===== config.mk =====
export PLATFORM = sky130hd
export DESIGN_NAME = ps2_rx
export DESIGN_NICKNAME = d
export VERILOG_FILES = /design/src/rtl/ps2_pkg.sv /design/src/rtl/ps2_rx_sync_edge.sv /design/src/rtl/ps2_rx.sv
export SDC_FILE = /design/constraint.sdc
export NUM_CORES = 1
export LEC_CHECK = 0
export BUFFER_PORTS_ARGS = -buffer_cell sky130_fd_sc_hd__buf_2
export CAP_MARGIN = 40
export CORE_MARGIN = 10
export CORE_UTILIZATION = 52
export CTS_CLUSTER_DIAMETER = 200
export DETAILED_ROUTE_END_ITERATION = 8
export PLACE_DENSITY = 0.71
export SKIP_CTS_REPAIR_TIMING = 1
export SYNTH_ARGS = -nofsm -noshare
export SYNTH_HDL_FRONTEND = slang
export SYNTH_SLANG_ARGS = --single-unit

===== constraint.sdc =====
create_clock -name clk -period 1.8 [get_ports clk]
set_input_delay 0.36 -clock clk [delete_from_list [all_inputs] [get_ports clk]]
set_output_delay 0.36 -clock clk [all_outputs]
set_load 0.01 [all_outputs]

===== src/rtl/ps2_pkg.sv =====
// Shared types and constants for the PS/2 receiver.
package ps2_pkg;

  typedef enum logic [1:0] {
    IDLE   = 2'd0,
    DATA   = 2'd1,
    PARITY = 2'd2,
    STOP   = 2'd3
  } ps2_state_t;

  localparam int unsigned FRAME_DATA_BITS = 8;
  localparam int unsigned BIT_CNT_W       = $clog2(FRAME_DATA_BITS);
  localparam logic        PS2_IDLE_LEVEL  = 1'b1;

  // A data byte plus its parity bit must carry an odd number of ones.
  function automatic logic odd_parity_ok(input logic [FRAME_DATA_BITS-1:0] d,
                                         input logic p);
    return ^{d, p};
  endfunction

endpackage


===== src/rtl/ps2_rx_sync_edge.sv =====
// Synchronizes the PS/2 clock/data pins and flags ps2_clk falling edges.
module ps2_sync_edge
  import ps2_pkg::*;
#(
  parameter int unsigned SYNC_STAGES = 2
) (
  input  logic clk,
  input  logic rst,
  input  logic ps2_clk,
  input  logic ps2_data,
  output logic sync_data,
  output logic fall
);

  logic [SYNC_STAGES-1:0] clk_sync;
  logic [SYNC_STAGES-1:0] data_sync;
  logic                   prev_clk;

  // Synchronizer chains and registered edge detect; idle level on reset avoids a false edge.
  always_ff @(posedge clk) begin
    if (rst) begin
      clk_sync  <= {SYNC_STAGES{PS2_IDLE_LEVEL}};
      data_sync <= {SYNC_STAGES{PS2_IDLE_LEVEL}};
      prev_clk  <= PS2_IDLE_LEVEL;
      sync_data <= PS2_IDLE_LEVEL;
      fall      <= 1'b0;
    end else begin
      clk_sync  <= {clk_sync[SYNC_STAGES-2:0], ps2_clk};
      data_sync <= {data_sync[SYNC_STAGES-2:0], ps2_data};
      prev_clk  <= clk_sync[SYNC_STAGES-1];
      fall      <= prev_clk & ~clk_sync[SYNC_STAGES-1];
      // Delayed alongside fall so the data bit lines up with its edge flag.
      sync_data <= data_sync[SYNC_STAGES-1];
    end
  end

endmodule


===== src/rtl/ps2_rx.sv =====
// PS/2 device-to-host receiver: frame decode, timeout and valid/ready output register.
module ps2_rx
  import ps2_pkg::*;
#(
  parameter int unsigned SYNC_STAGES    = 2,
  parameter int unsigned TIMEOUT_CYCLES = 10000
) (
  input  logic       clk,
  input  logic       rst,
  input  logic       ps2_clk,
  input  logic       ps2_data,
  output logic [7:0] data,
  output logic       valid,
  input  logic       ready,
  output logic       busy,
  output logic       parity_err,
  output logic       frame_err,
  output logic       overrun
);

  localparam int unsigned TCNT_W = (TIMEOUT_CYCLES > 2) ? $clog2(TIMEOUT_CYCLES) : 1;
  localparam logic [TCNT_W-1:0] TCNT_MAX = TCNT_W'(TIMEOUT_CYCLES - 1);
  localparam logic [BIT_CNT_W-1:0] LAST_BIT = BIT_CNT_W'(FRAME_DATA_BITS - 1);

  logic sync_data;
  logic fall;

  ps2_state_t                     state_q, state_d;
  logic [BIT_CNT_W-1:0]           bit_cnt_q, bit_cnt_d;
  logic [FRAME_DATA_BITS-1:0]     shreg_q, shreg_d;
  logic                           par_q, par_d;
  logic [TCNT_W-1:0]              tcnt_q, tcnt_d;
  logic [FRAME_DATA_BITS-1:0]     data_d;
  logic                           valid_d;
  logic                           parity_err_d;
  logic                           frame_err_d;
  logic                           overrun_d;
  logic                           good_c;
  logic                           timeout_c;

  ps2_sync_edge #(
    .SYNC_STAGES(SYNC_STAGES)
  ) u_sync_edge (
    .clk      (clk),
    .rst      (rst),
    .ps2_clk  (ps2_clk),
    .ps2_data (ps2_data),
    .sync_data(sync_data),
    .fall     (fall)
  );

  assign busy = (state_q != IDLE);

  // State, counters and output registers.
  always_ff @(posedge clk) begin
    if (rst) begin
      state_q    <= IDLE;
      bit_cnt_q  <= '0;
      shreg_q    <= '0;
      par_q      <= 1'b0;
      tcnt_q     <= '0;
      data       <= '0;
      valid      <= 1'b0;
      parity_err <= 1'b0;
      frame_err  <= 1'b0;
      overrun    <= 1'b0;
    end else begin
      state_q    <= state_d;
      bit_cnt_q  <= bit_cnt_d;
      shreg_q    <= shreg_d;
      par_q      <= par_d;
      tcnt_q     <= tcnt_d;
      data       <= data_d;
      valid      <= valid_d;
      parity_err <= parity_err_d;
      frame_err  <= frame_err_d;
      overrun    <= overrun_d;
    end
  end

  // Next-state, frame checks, timeout and output-register update.
  always_comb begin
    state_d      = state_q;
    bit_cnt_d    = bit_cnt_q;
    shreg_d      = shreg_q;
    par_d        = par_q;
    tcnt_d       = tcnt_q + TCNT_W'(1);
    data_d       = data;
    valid_d      = valid;
    parity_err_d = 1'b0;
    frame_err_d  = 1'b0;
    overrun_d    = 1'b0;
    good_c       = 1'b0;
    timeout_c    = (state_q != IDLE) && (tcnt_q == TCNT_MAX);

    if (state_q == IDLE || fall) begin
      tcnt_d = '0;
    end

    if (valid && ready) begin
      valid_d = 1'b0;
    end

    if (timeout_c) begin
      // Abort wins over a coincident edge; partial byte is discarded.
      state_d     = IDLE;
      bit_cnt_d   = '0;
      tcnt_d      = '0;
      frame_err_d = 1'b1;
    end else if (fall) begin
      case (state_q)
        IDLE: begin
          if (!sync_data) begin
            state_d   = DATA;
            bit_cnt_d = '0;
          end else begin
            frame_err_d = 1'b1;
          end
        end
        DATA: begin
          shreg_d = {sync_data, shreg_q[FRAME_DATA_BITS-1:1]};
          if (bit_cnt_q == LAST_BIT) begin
            state_d   = PARITY;
            bit_cnt_d = '0;
          end else begin
            bit_cnt_d = bit_cnt_q + BIT_CNT_W'(1);
          end
        end
        PARITY: begin
          par_d   = sync_data;
          state_d = STOP;
        end
        STOP: begin
          state_d = IDLE;
          if (!sync_data) begin
            frame_err_d = 1'b1;
          end else if (!odd_parity_ok(shreg_q, par_q)) begin
            parity_err_d = 1'b1;
          end else begin
            good_c = 1'b1;
          end
        end
        default: state_d = IDLE;
      endcase
    end

    if (good_c) begin
      if (!valid || ready) begin
        data_d  = shreg_q;
        valid_d = 1'b1;
      end else begin
        overrun_d = 1'b1;
      end
    end
  end

endmodule


Yosys cells after proc, flatten, opt, wreduce, memory -nomap -nowiden
Index checks and enable logic that the tools add are counted.
{ "word_totals": {"reg_bits": 47, "input_bits": 5, "word_cells": 70, "out_inout_bits": 13} }
{ "op_classes": {"eq_ne": 7, "n_reduce_logical": 18, "bitwise_logic": 7, "mux": 21, "n_addsub": 2} }
{ "op_table": {"columns": ["op", "count"], "rows": [
  ["14-bit by 1-bit adder with 14-bit output, second input constant", 1],
  ["14-bit equality test, second input constant", 1],
  ["1-bit 2-to-1 mux", 14],
  ["3-bit AND reduction", 4],
  ["9-bit XOR reduction", 1],
  ["2-bit one-hot mux with 4 select lines", 1],
  ["3-bit 2-to-1 mux", 2],
  ["1-bit inverter", 6],
  ["3-bit one-hot mux with 2 select lines", 1],
  ["5-bit OR reduction", 1],
  ["2-bit equality test, second input constant", 2],
  ["2-bit 2-to-1 mux", 2],
  ["2-bit != test, second input constant", 2],
  ["2-bit nonzero test", 2],
  ["2-bit OR reduction", 2],
  ["3-bit by 1-bit adder with 3-bit output, second input constant", 1],
  ["3-bit equality test, second input constant", 1],
  ["3-bit OR reduction", 1],
  ["2-bit by 1-bit equality test with 1-bit output, second input constant", 1],
  ["1-bit logical AND", 2],
  ["2-bit zero test", 1],
  ["1-bit logical OR", 2],
  ["1-bit one-hot mux with 2 select lines", 1],
  ["2-bit AND reduction", 1],
  ["other kinds (2)", 2]
]} }

Logic depth before layout (Yosys ltp)
{ "logic_depth": {"ltp_word": 8, "ltp_mapped": 9, "mapped_depth_nobuf": 7} }

Hierarchy
From an unflattened synthesis, not the netlist that was laid out.
{ "unflattened": {"cells_unflattened": 200, "hier_area_um2": 1934.4} }
{ "modules_own_cells": {"columns": ["module", "area_each_um2", "cells_each", "seq_area_each_um2", "instances"], "rows": [
  ["ps2_rx", 1749.2, 186, 800.8, 1],
  ["ps2_sync_edge", 185.2, 14, 140.1, 1]
]} }

Worst setup path before layout
OpenSTA, ideal clock, no wires.
{ "synth_path": {"kind": "flip-flop to flip-flop", "start": "reg tcnt_q[0]", "end": "reg tcnt_q[10]", "t_arrival_ps": 1709, "stages_incl_launch_ff": 9, "path_slack_ps": 28, "setup_time_ps": 64, "required_ps": 1736, "n_path_buf": 2, "period_less_slack_ps": 1772, "path_cell_list": "dfxtp_1 > ha_1 > and3_1 > nand4_1 > nand2b_2 > or3_1 > buf_2 > buf_6 > nor2_1"} }
{ "synth_between": {"elab_chain_cells": 3, "elab_cells_between_ends": 4, "cone_classes": "1 x add/sub; 1 x eq/ne; 2 x reduce/logical"} }
{ "synth_lines": {"columns": ["element", "line_no", "source"], "rows": [
  ["start, declared", "ps2_rx.sv:32", "logic [TCNT_W-1:0] tcnt_q, tcnt_d;"],
  ["start signal, assigned", "ps2_rx.sv:72", "tcnt_q <= tcnt_d;"],
  ["parallel branches: the longest is 3 deep, another holds 14-bit by 1-bit adder with 14-bit output", null, null]
]} }
Several ways; the timed one is not identified.
A chain may end at the register's enable or synchronous reset.

Worst setup path after layout
{ "layout_path": {"start": "reg tcnt_q[1]", "end": "reg data[4]"} }
{ "layout_between": {"elab_chain_cells": 4} }
{ "layout_lines": {"columns": ["element", "line_no", "source"], "rows": [
  ["14-bit equality test", "ps2_rx.sv:94", "timeout_c = (state_q != IDLE) && (tcnt_q == TCNT_MAX);"],
  ["1-bit logical AND", "ps2_rx.sv:94", null],
  ["1-bit 2-to-1 mux", "ps2_rx.sv:104", "if (timeout_c) begin"],
  ["2-bit AND reduction (no line)", null, null],
  ["end signal, assigned", "ps2_rx.sv:73", "data <= data_d;"],
  ["end, declared", "ps2_rx.sv:12", "output logic [7:0] data,"]
]} }
Every way passes these cells.

==> out/results.tsv <==
metric	value	unit
worst slew pin tran	424	ps
dominant synthesized flop cell	dfxtp_1	
starting density of the core	53.9	%
fill count	299	
largest net degree at the start of global routing	36	
Post-synth EDFFs	0	
pre-CTS setup slack	-51.8	ps
Worst-path clk slew	90	ps
H-tree levels	2	
Core Box Area	3660	sq um
Clock Sinks	47	
Ports	18	
gr ovfl total	0	
Die Wd	81.6	microns
row count	22	
sequential area share after synthesis	47.7	%
Max Cap Viol	0	
cell accounting for the most synthesized area	dfxtp_1	
Yosys reg bits	47	
IO Port Bufs	17	
Max Root-Sink Buffers	2	
Setup CP Type	flop to flop	
Critical R2R Launch	tcnt_q[1]	
Placed Cells	269	
Most Used Layer, Global Route	met2	
die area	6660	sq um
clock root buffer	clkbuf_8	
DRT iter0 DRCs	91	
met3 Usage GRT	3.82	%
die height	81.6	microns
n_diodes	0	
Final TNS setup	0	ps
total CTS buffers	5	
final hold vios	0	
Critical Path Start Type	flop	
pwr dens	723	nW/um^2
CTS tree	yes	
worst path required time	2030	ps
layout cells sized above 1	29.6	%
Post-Syn Nets	209	
crit-path max FO	8	
wire per inst	13.2	microns
Post-synth ARST share	0	%
drt first pass iters	4	
final setup margin	18.5	ps
post-synth top area share	47.7	%
Ys Warns	0	
dpl hpwl	2660	microns
antenna violations before repair	0	
Clk Latency, worst-skew pair	300	ps
Residual DRC	0	
Overall Global Routing Usage	11.2	%
Worst setup EP type	flop	
count of different cell masters after synthesis	34	
M2 GR Usage	18.1	%
synth-to-layout area growth	21.2	%
most common cell in the netlist	dfxtp_1	
Final setup viols	0	
Post-Syn Instances	197	
relative slew slack	71.4	%
crit path from	tcnt_q[1]	
via count	1430	
worst vdd ir	0.758	mV
fin cells	281	
ANT nets after route	0	
met1 usage	13.4	%
worst hold margin	231	ps
fin. max-slew vios	0	
Reg area	952	sq um
Max Clk Rate	0.561	GHz
crit path DAT	2010	ps
area taken by multi-input logic gates	1040	sq um
total power	1.73	mW
RSZ-0062 raised after global routing	true	
Total Wirelength	3720	microns
LEAKAGE	0.988	nW
Syn Area/Cell	10.0	sq um
layout net count	244	
first-pass GRT wire length	6010	microns
crit share post-route	99.0	%
commonest cells in the netlist	dfxtp_1 (47), nor2_1 (34), mux2i_1 (18)	
DR vias/cell	5.09	
vias in the first global route	1376	
mapped cell area	1970	sq um
Hold Crit Class	input pin to flop	
status	completed	
GP Congestion	0.778	
Hold Crit Start	ps2_data	
clock skew	10.6	ps
min Tclk post-route	1780	ps
Synth area leaders	dfxtp_1 (48%), mux2i_1 (9.1%), nor2_1 (6.5%)	
## critical path: stages (launching register included)
cell,delay (ps)
dfxtp_2,350
ha_4,160
and3_4,180
nand4_1,220
nand4_1,190
nor3b_2,240
buf_6,180
mux2i_1,190
## registers in the layout, indices dropped and copies added, names as in the netlist
signal and cells:
u_sync_edge.fall 1, u_sync_edge.data_sync 2, shreg_q 8, tcnt_q 14, frame_err 1, bit_cnt_q 3
valid 1, data 8, u_sync_edge.clk_sync 2, u_sync_edge.sync_data 1, parity_err 1, u_sync_edge.prev_clk 1
state_q 2, overrun 1, par_q 1
## logic make-up after synthesis
family | share of synthesized area, %
compound gates | 3.23
xor+xnor | 9.51
fa+ha+maj | 4.44
buf+inv | 3.30
flops | 47.7
mux | 9.70
simple gates | 22.2
## routing by layer
metal,vias to the layer above,routed length [microns]
li1,725,-
met1,675,1620
met2,25,1900
met3,5,155
met4,0,42
met5,-,0
## layout by cell type (no fill, tap or decap), types with 3 or more instances in the layout
master / n
nand4_1: 5
buf_2: 17
a32oi_1: 3
nand3_1: 5
nand2_1: 3
dfxtp_2: 6
ha_1: 5
xor2_1: 7
nor2_1: 34
inv_1: 5
or2_2: 6
nand2b_1: 15
and3_1: 3
dfxtp_1: 40
xnor2_2: 3
clkbuf_8: 5
xnor2_1: 8
buf_4: 16
mux2i_1: 18
## layout make-up
| type | count | share of cell area (%) |
|---|---|---|
| Timing Repair Buffer | 34 | 9.05 |
| Inverter | 7 | 1.20 |
| Tap cell | 48 | 2.51 |
| Clock buffer | 5 | 2.88 |
| Clock inverter | 3 | 1.05 |
| Multi-Input combinational cell | 137 | 43.5 |
| Sequential cell | 47 | 39.8 |
## per-stage QoR
stage               instance area, sq um  utilization [%]
floorplan                           1970                -
global placement                    2180             59.5
detailed placement                  2180             59.5
CTS                                 2270             62.1
global route                        2390             65.3
finish                              2390             65.3
## power by group
part           internal, mW  switching, mW  total [mW]
clock network         0.278          0.371       0.649
registers              1.04        0.00297        1.05
logic                0.0175         0.0163      0.0337
total                  1.34          0.390        1.73
## worst paths after layout
| kind | endpoint | slack [ps] | cells after the start |
|---|---|---|---|
| setup reg to reg | data[4] | 20 | 7 |
| hold / removal | u_sync_edge.data_sync[0] | 230 | 2 |
| hold reg to reg | u_sync_edge.data_sync[1] | 420 | 1 |
| setup / recovery | data[4] | 20 | 7 |
Note: power is estimated with default switching activity, not from simulation.
